===== src/rtl/dioptase_pkg.sv =====
// Shared interrupt-controller constants: register word offsets and default base address.
// Also consumed by top-level integration and software headers.
package dioptase_pkg;

    localparam logic [17:0] IRQ_BASE_ADDR = 18'h3FF00;

    localparam logic [2:0] IRQ_PENDING = 3'd0;
    localparam logic [2:0] IRQ_MASK    = 3'd1;
    localparam logic [2:0] IRQ_EDGE    = 3'd2;
    localparam logic [2:0] IRQ_FORCE   = 3'd3;
    localparam logic [2:0] IRQ_ACTIVE  = 3'd4;

    // Expand the 4 byte write enables into a 32-bit bit mask.
    function automatic logic [31:0] byte_mask(input logic [3:0] wen);
        logic [31:0] m;
        for (int i = 0; i < 4; i++) begin
            m[8*i +: 8] = {8{wen[i]}};
        end
        return m;
    endfunction

endpackage


===== src/rtl/irq_controller_sync.sv =====
// Multi-stage synchroniser for asynchronous request lines, with a one-cycle
// history copy of the final stage for rising-edge detection.
module irq_sync #(
    parameter int WIDTH       = 16,
    parameter int SYNC_STAGES = 2
) (
    input  logic             clk,
    input  logic             rst,
    input  logic [WIDTH-1:0] async_in,
    output logic [WIDTH-1:0] s,
    output logic [WIDTH-1:0] s_prev
);

    logic [WIDTH-1:0] stage_reg [SYNC_STAGES];

    genvar gi;
    generate
        for (gi = 0; gi < SYNC_STAGES; gi++) begin : g_stage
            always_ff @(posedge clk) begin
                if (rst) begin
                    stage_reg[gi] <= '0;
                end else if (gi == 0) begin
                    stage_reg[gi] <= async_in;
                end else begin
                    stage_reg[gi] <= stage_reg[(gi == 0) ? 0 : gi - 1];
                end
            end
        end
    endgenerate

    assign s = stage_reg[SYNC_STAGES-1];

    always_ff @(posedge clk) begin
        if (rst) begin
            s_prev <= '0;
        end else begin
            s_prev <= s;
        end
    end

endmodule


===== src/rtl/irq_controller.sv =====
// Memory-mapped interrupt controller: synchronises request lines into PENDING,
// snoops CPU writes for PENDING/MASK/EDGE/FORCE and serves registered reads.
module irq_controller
    import dioptase_pkg::*;
#(
    parameter int          NUM_SRC     = 16,
    parameter logic [17:0] BASE_ADDR   = IRQ_BASE_ADDR,
    parameter int          SYNC_STAGES = 2
) (
    input  logic               clk,
    input  logic               rst,
    input  logic               clk_en,
    input  logic [NUM_SRC-1:0] irq_src,
    input  logic [3:0]         wen,
    input  logic [17:0]        waddr,
    input  logic [31:0]        wdata,
    input  logic [17:0]        raddr,
    output logic [31:0]        rdata,
    output logic               rhit,
    output logic [NUM_SRC-1:0] interrupts
);

    logic [NUM_SRC-1:0] s, s_prev;
    logic [NUM_SRC-1:0] pending_reg, mask_reg, edge_reg;
    logic [NUM_SRC-1:0] pending_next, set_bits, clr_bits, wsrc, bm_src;
    logic [31:0]        wbits, rd_word;
    logic [17:0]        w_off, r_off;
    logic               w_hit, r_in_range;
    logic               wr_pending, wr_mask, wr_edge, wr_force;

    irq_sync #(
        .WIDTH       (NUM_SRC),
        .SYNC_STAGES (SYNC_STAGES)
    ) u_sync (
        .clk      (clk),
        .rst      (rst),
        .async_in (irq_src),
        .s        (s),
        .s_prev   (s_prev)
    );

    // Subtraction wraps addresses below the base to large values, so one compare covers both bounds.
    assign w_off      = waddr - BASE_ADDR;
    assign r_off      = raddr - BASE_ADDR;
    assign w_hit      = clk_en && (wen != 4'b0000) && (w_off < 18'd8);
    assign r_in_range = r_off < 18'd8;

    assign wbits  = wdata & byte_mask(wen);
    assign wsrc   = wbits[NUM_SRC-1:0];

    genvar gi;
    generate
        for (gi = 0; gi < NUM_SRC; gi++) begin : g_bm
            assign bm_src[gi] = wen[gi / 8];
        end
    endgenerate

    assign wr_pending = w_hit && (w_off[2:0] == IRQ_PENDING);
    assign wr_mask    = w_hit && (w_off[2:0] == IRQ_MASK);
    assign wr_edge    = w_hit && (w_off[2:0] == IRQ_EDGE);
    assign wr_force   = w_hit && (w_off[2:0] == IRQ_FORCE);

    // Set is ORed after the clear so a same-cycle request always survives a W1C.
    assign set_bits     = (edge_reg & s & ~s_prev) | (~edge_reg & s) | (wr_force ? wsrc : '0);
    assign clr_bits     = wr_pending ? wsrc : '0;
    assign pending_next = (pending_reg & ~clr_bits) | set_bits;

    always_comb begin
        rd_word = '0;
        if (r_in_range) begin
            case (r_off[2:0])
                IRQ_PENDING: rd_word[NUM_SRC-1:0] = pending_reg;
                IRQ_MASK:    rd_word[NUM_SRC-1:0] = mask_reg;
                IRQ_EDGE:    rd_word[NUM_SRC-1:0] = edge_reg;
                IRQ_ACTIVE:  rd_word[NUM_SRC-1:0] = pending_reg & mask_reg;
                default:     rd_word = '0;
            endcase
        end
    end

    always_ff @(posedge clk) begin
        if (rst) begin
            pending_reg <= '0;
            mask_reg    <= '0;
            edge_reg    <= '0;
            interrupts  <= '0;
            rdata       <= '0;
            rhit        <= 1'b0;
        end else begin
            pending_reg <= pending_next;
            if (wr_mask) begin
                mask_reg <= (mask_reg & ~bm_src) | wsrc;
            end
            if (wr_edge) begin
                edge_reg <= (edge_reg & ~bm_src) | wsrc;
            end
            interrupts <= pending_reg & mask_reg;
            if (clk_en) begin
                rdata <= rd_word;
                rhit  <= r_in_range;
            end
        end
    end

endmodule


===== config.mk =====
export PLATFORM = sky130hd
export DESIGN_NAME = irq_controller
export DESIGN_NICKNAME = d
export VERILOG_FILES = /design/src/rtl/dioptase_pkg.sv /design/src/rtl/irq_controller_sync.sv /design/src/rtl/irq_controller.sv
export SDC_FILE = /design/constraint.sdc
export NUM_CORES = 1
export LEC_CHECK = 0
export BUFFER_PORTS_ARGS = -buffer_cell sky130_fd_sc_hd__buf_2
export CORE_MARGIN = 2
export CORE_UTILIZATION = 50
export DETAILED_ROUTE_END_ITERATION = 8
export HOLD_SLACK_MARGIN = 0.08
export PLACE_DENSITY = 0.76
export SLEW_MARGIN = 40
export SYNTH_ARGS = -nofsm -noshare
export SYNTH_HDL_FRONTEND = slang
export SYNTH_SLANG_ARGS = --single-unit

===== constraint.sdc =====
create_clock -name clk -period 2 [get_ports clk]
set_input_delay 0.3 -clock clk [delete_from_list [all_inputs] [get_ports clk]]
set_output_delay 0.3 -clock clk [all_outputs]
set_load 0.05 [all_outputs]

== Word-level counts from Yosys, hierarchy flattened ==
Memory sizes are Yosys's and may differ from the RTL's.
Index checks and enable logic that the tools add are counted.

* Register bits after elaboration: 113
* Memory bits (writable): 32
* Input bits: 91
* Memories: 1

{| class="wikitable"
|+ Memories
! name !! words !! width !! read ports !! clocked after Yosys merged registers in !! write ports !! RTL line !! text
|-
| u_sync.stage_reg || 2 || 16 || 2 || 0 || 2 || irq_controller_sync.sv:14 || <nowiki>logic [WIDTH-1:0] stage_reg [SYNC_STAGES];</nowiki>
|}

* $add $sub $neg: 2
* $lt $le $gt $ge: 2
* Eq/ne operators: 6
* Mux-type cells: 9
* Bitwise operators: 19
* Reduce and logical (&&, ||, !) cells: 9

{| class="wikitable"
|+ Operators with widths
! kind !! count
|-
| $and 16x16->16 || 8
|-
| $mux 16 || 5
|-
| $or 16x16->16 || 5
|-
| $not 16->16 || 4
|-
| $pmux 16 s4 || 1
|-
| $lt 18x4->1 const B || 2
|-
| $sub 18x18->18 const B || 2
|-
| $eq 3x2->1 const B || 3
|-
| $eq 3x1->1 const B || 2
|-
| $logic_and 1x1->1 || 6
|-
| $logic_not 3->1 || 2
|-
| $reduce_bool 4->1 || 1
|-
| $eq 3x3->1 const B || 1
|-
| $mux 1 || 3
|-
| $or 1x1->1 || 2
|}

== Longest topological paths before layout ==
* Depth after elaboration: 8
* Gate-level depth with buffers: 7

== Hierarchy ==
A second synthesis with hierarchy kept.

* Cells, all modules: 581
* Area total of the unflattened synthesis: 5,313.8 sq um

{| class="wikitable"
|+ Modules (own cells, without submodules)
! module !! times used !! cells each !! area an instance (sq um) !! seq. area each (sq um)
|-
| irq_controller || 1 || 480 || 4,008.8 || 1,621.6
|-
| irq_sync || 1 || 101 || 1,305.0 || 960.9
|}

== Worst setup path before layout ==
No wires, ideal clock.

* Kind: input -> register
* Start point: in waddr[7]
* End point: reg with a tool-made name
* Data arrival time: 1,752 ps
* Path slack: 116 ps
* Stages: 5
* Buffers on the path: 1
* Path through: or4b_1 > or4_1 > clkbuf_1 > o21ai_0 > a21oi_1

{| class="wikitable"
|+ RTL lines
! element !! RTL line !! text
|-
| start, declared || irq_controller.sv:15 || <nowiki>input logic [17:0] waddr,</nowiki>
|}

== Final worst setup path ==
* Start point: in waddr[7]
* End point: reg pending_reg[5]

* Cells in the longest elaborated chain, start to end: 8

{| class="wikitable"
|+ Ends and longest elaborated chain
! element !! RTL line !! text
|-
| $sub 18x18->18 (*) || irq_controller.sv:43 || <nowiki>assign w_off = waddr - BASE_ADDR;</nowiki>
|-
| $lt 18x4->1 (*) || irq_controller.sv:45 || <nowiki>assign w_hit = clk_en && (wen != 4'b0000) && (w_off < 18'd8);</nowiki>
|-
| $logic_and 1x1->1 (*) || irq_controller.sv:45 ||
|-
| $logic_and 1x1->1 || irq_controller.sv:58 || <nowiki>assign wr_pending = w_hit && (w_off[2:0] == IRQ_PENDING);</nowiki>
|-
| $mux 16 || irq_controller.sv:65 || <nowiki>assign clr_bits = wr_pending ? wsrc : '0;</nowiki>
|-
| $not 16->16 || irq_controller.sv:66 || <nowiki>assign pending_next = (pending_reg & ~clr_bits) | set_bits;</nowiki>
|-
| $and 16x16->16 || irq_controller.sv:66 ||
|-
| $or 16x16->16 (*) || irq_controller.sv:66 ||
|-
| end signal, assigned || irq_controller.sv:90 || <nowiki>pending_reg <= pending_next;</nowiki>
|-
| end, declared || irq_controller.sv:24 || <nowiki>logic [NUM_SRC-1:0] pending_reg, mask_reg, edge_reg;</nowiki>
|}

Every way passes the cells marked *; elsewhere a longest branch is shown, timed or not.
A chain may end at the register's enable or synchronous reset.

==> impl_metrics.yaml <==
synth:
  ys_warn_count: 0
  async_flop_share: 0
  yosysTopAreaCellShare: 0.495
  ys.flop_type: "dfxtp_1"
  synth_enable_flop_cells: 0
  syn_area_sq_um: 5220
  synth_area_leaders: "dfxtp_1 50%, a21oi_1 7.8%, nor2b_1 6.0%"
  yosysTopAreaCell: "dfxtp_1"
  synth_seq_cells: 129
  ys_types: 37
  synth_cells: 564
  avgSynthCellArea_sq_um: 9.25
  ys_seq_area_frac: 0.495
worst_setup_path:
  worstPathCellList: "buf_2, or4b_1, buf_4, nor4_4, buf_12, a21oi_1, a211o_1"
  critPathTopFamily: "simple AND/OR/NAND/NOR gates"
  slowest_stage: "or4b_1"
  crit_type: "in -> reg"
  r2r_end: "rdata[12]"
  ff2ff_path_depth: 4
  cp-start-kind: "primary input"
  crit_start: "waddr[7]"
  cpPeakStageDelay_ns: 0.52
  path_buf_inv: 3
  r2r-start: "pending_reg[12]"
  rrSetupSlack_ns: 0.86
  crit_fanout: 39
  endpoint_kind: "flip-flop"
  critPathArrivalTime_ns: 1.90
  crit_required_ns: 2.41
floorplan:
  start_util: 0.510
  die_y_um: 106
  ios: 140
  num_rows: 37
  die_width_um: 106
  core_area_sq_um: 10200
  die-area_sq_um: 11300
cts:
  clkLatencyLatePin_ns: 0.52
  ctsResizeCount: 0
  h-tree-depth: 4
  cts.sinks: 129
  clock_path_buffers: 2
  numCtsBuffers: 17
  cts_tree: "built"
  clkTransAtPathRegs_ns: 0.06
  clock-root-buffer: "clkbuf_8"
drt:
  via_per_inst: 5.52
  first_pass_iters: 5
  drt_iter0_drc: 367
  dr_total_vias: 4644
  drc: 0
  wl_mm: 13.4
  final_antenna_net_count: 0
  wl_per_cell_um: 15.9
power:
  worst_ir_drop_vdd_uv: 565
  p_leak_nw: 2.75
  p_per_area_nw_per_um2: 909
  combPwrFrac: 0.070
  pwr-share-seq: 0.430
  power_mw: 6.17
  switching_share: 0.226
  clockPowerShare: 0.500
  p_switching_mw: 1.39
  p_int_mw: 4.78
sta:
  finalCritPeriodShare: 0.745
  rsz0062_at_grt: "false"
  fmax_ghz: 0.671
  holdWs_ns: 0.171
  setup_viol: 0
  finClkSkew_ns: 0.00945
  layout_min_cycle_time_ns: 1.49
  finalHoldViolations: 0
  max_slew_margin: 0.596
  worst_pin_slew_ns: 0.605
  slew_violations: 0
worst_hold_path:
  whs_path_depth: 3
  min-delay-start: "clk_en"
  hold_end: "rhit"
  hp-class: "in -> reg"
global_routing:
  grtUsageTotal: 0.238
  grt.overflow.total: 0
  grt_antenna_before_repair: 0
  grt_pass1_vias: 4327
  grt_max_degree: 53
  grt_pass1_wl_mm: 21.1
layout:
  nNetsFinal: 783
  area_growth_pct: 30.1
  layout.cells.non_filler: 841
  postLayoutCoreUtil: 0.663
  diodes: 0
  fin_area_sq_um: 6790
  n_fill_cell: 833
  final_common_cell: "dfxtp_1"
  drive_gt1_frac: 0.238
  layout_common_cells: "129 x dfxtp_1, 105 x buf_2, 81 x a21oi_1"
placed_design:
  dpl.cell_count: 777
  gp_congestion: 0.911
  io_buffers: 105
  dpl_cell_area_sq_um: 5860
  detailed_place_hpwl_mm: 8.98
status:
  status: "completed"
run:
  drv_cap: 0
## Yosys cell counts, types with 3 or more instances
cell        n
dfxtp_1   129
a21oi_1    81
nor2b_1    50
clkbuf_1   37
nand3_1    35
nor4b_1    32
o21ai_0    27
nand2b_1   19
nor2_1     18
inv_1      17
a211o_1    16
a21boi_0   16
buf_4      16
o31ai_1    16
a22o_2      9
a22o_1      7
o21ai_1     5
buf_2       4
nand4b_1    4
and4_1      3
nand4_1     3
## stage by stage
| step | setup WS [ns] | setup TNS [ns] |
|---|---|---|
| floorplan | 0.116 | 0 |
| global placement | -0.00867 | -0.00867 |
| detailed placement | -0.0141 | -0.0194 |
| CTS | 0.521 | 0 |
| global route | 0.427 | 0 |
| finish | 0.510 | 0 |
## worst min-delay path: cells and delay by family
| family | cells | cell delay [ns] |
|---|---|---|
| buffers and inverters | 1 | 0.16 |
| and+or+nand+nor | 1 | 0.12 |
| AOI/OAI and AO/OA | 1 | 0.06 |
## power groups by stage
stage,combinational [mW],clock [mW],sequential [mW]
floorplan,0.265,0,2.70
global placement,0.371,0,2.70
detailed placement,0.379,0,2.71
CTS,0.428,3.11,2.65
global route,0.466,3.24,2.66
finish,0.433,3.08,2.65
## timing repair
| action | 4_1_cts | 5_1_grt |
|---|---|---|
| hold buffers | 31 | 1 |
| endpoints found under the hold margin | 51 | 1 |
| setup buffers | 0 | 0 |
## layer usage
metal / GRT usage / routed length (um) / vias up
met1: 0.320 / 5710 / 2132
met2: 0.380 / 6170 / 244
met5: 0 / 0 / -
met4: 0.0780 / 208 / 0
met3: 0.0515 / 1270 / 18
li1: - / - / 2250
## worst max-delay path by stage
stage,cells past startpoint,to,slack (ns)
after detailed placement,7,pending_reg[15],-0.01
after CTS,7,pending_reg[5],0.52
after floorplan,5,flip-flop,0.12
after global routing,6,flip-flop,0.43
final,7,pending_reg[5],0.51
after global placement,7,pending_reg[10],-0.009
## cell families (layout without fill, tap and decap cells)
| family | count (synthesis) | count (layout) | synth area share |
|---|---|---|---|
| AND/OR/NAND/NOR | 178 | 178 | 0.222 |
| AO/OA/AOI/OAI | 177 | 177 | 0.210 |
| flip-flops | 129 | 129 | 0.495 |
| buffers and inverters | 78 | 204 | 0.0703 |
| adder cells (fa/ha/maj) | 1 | 1 | 0.00192 |
| other | 1 | 16 | 0.000719 |
## area by class of cell
type,count,area (sq um),share of cell area
clock buffer,20,445,0.0656
clock inverter,12,158,0.0232
inverter,17,63.8,0.00940
multi-input combinational,372,2330,0.344
sequential,129,2580,0.381
tap,136,170,0.0251
timing repair buffer,155,1030,0.152
(Power assumes the default switching activity.)
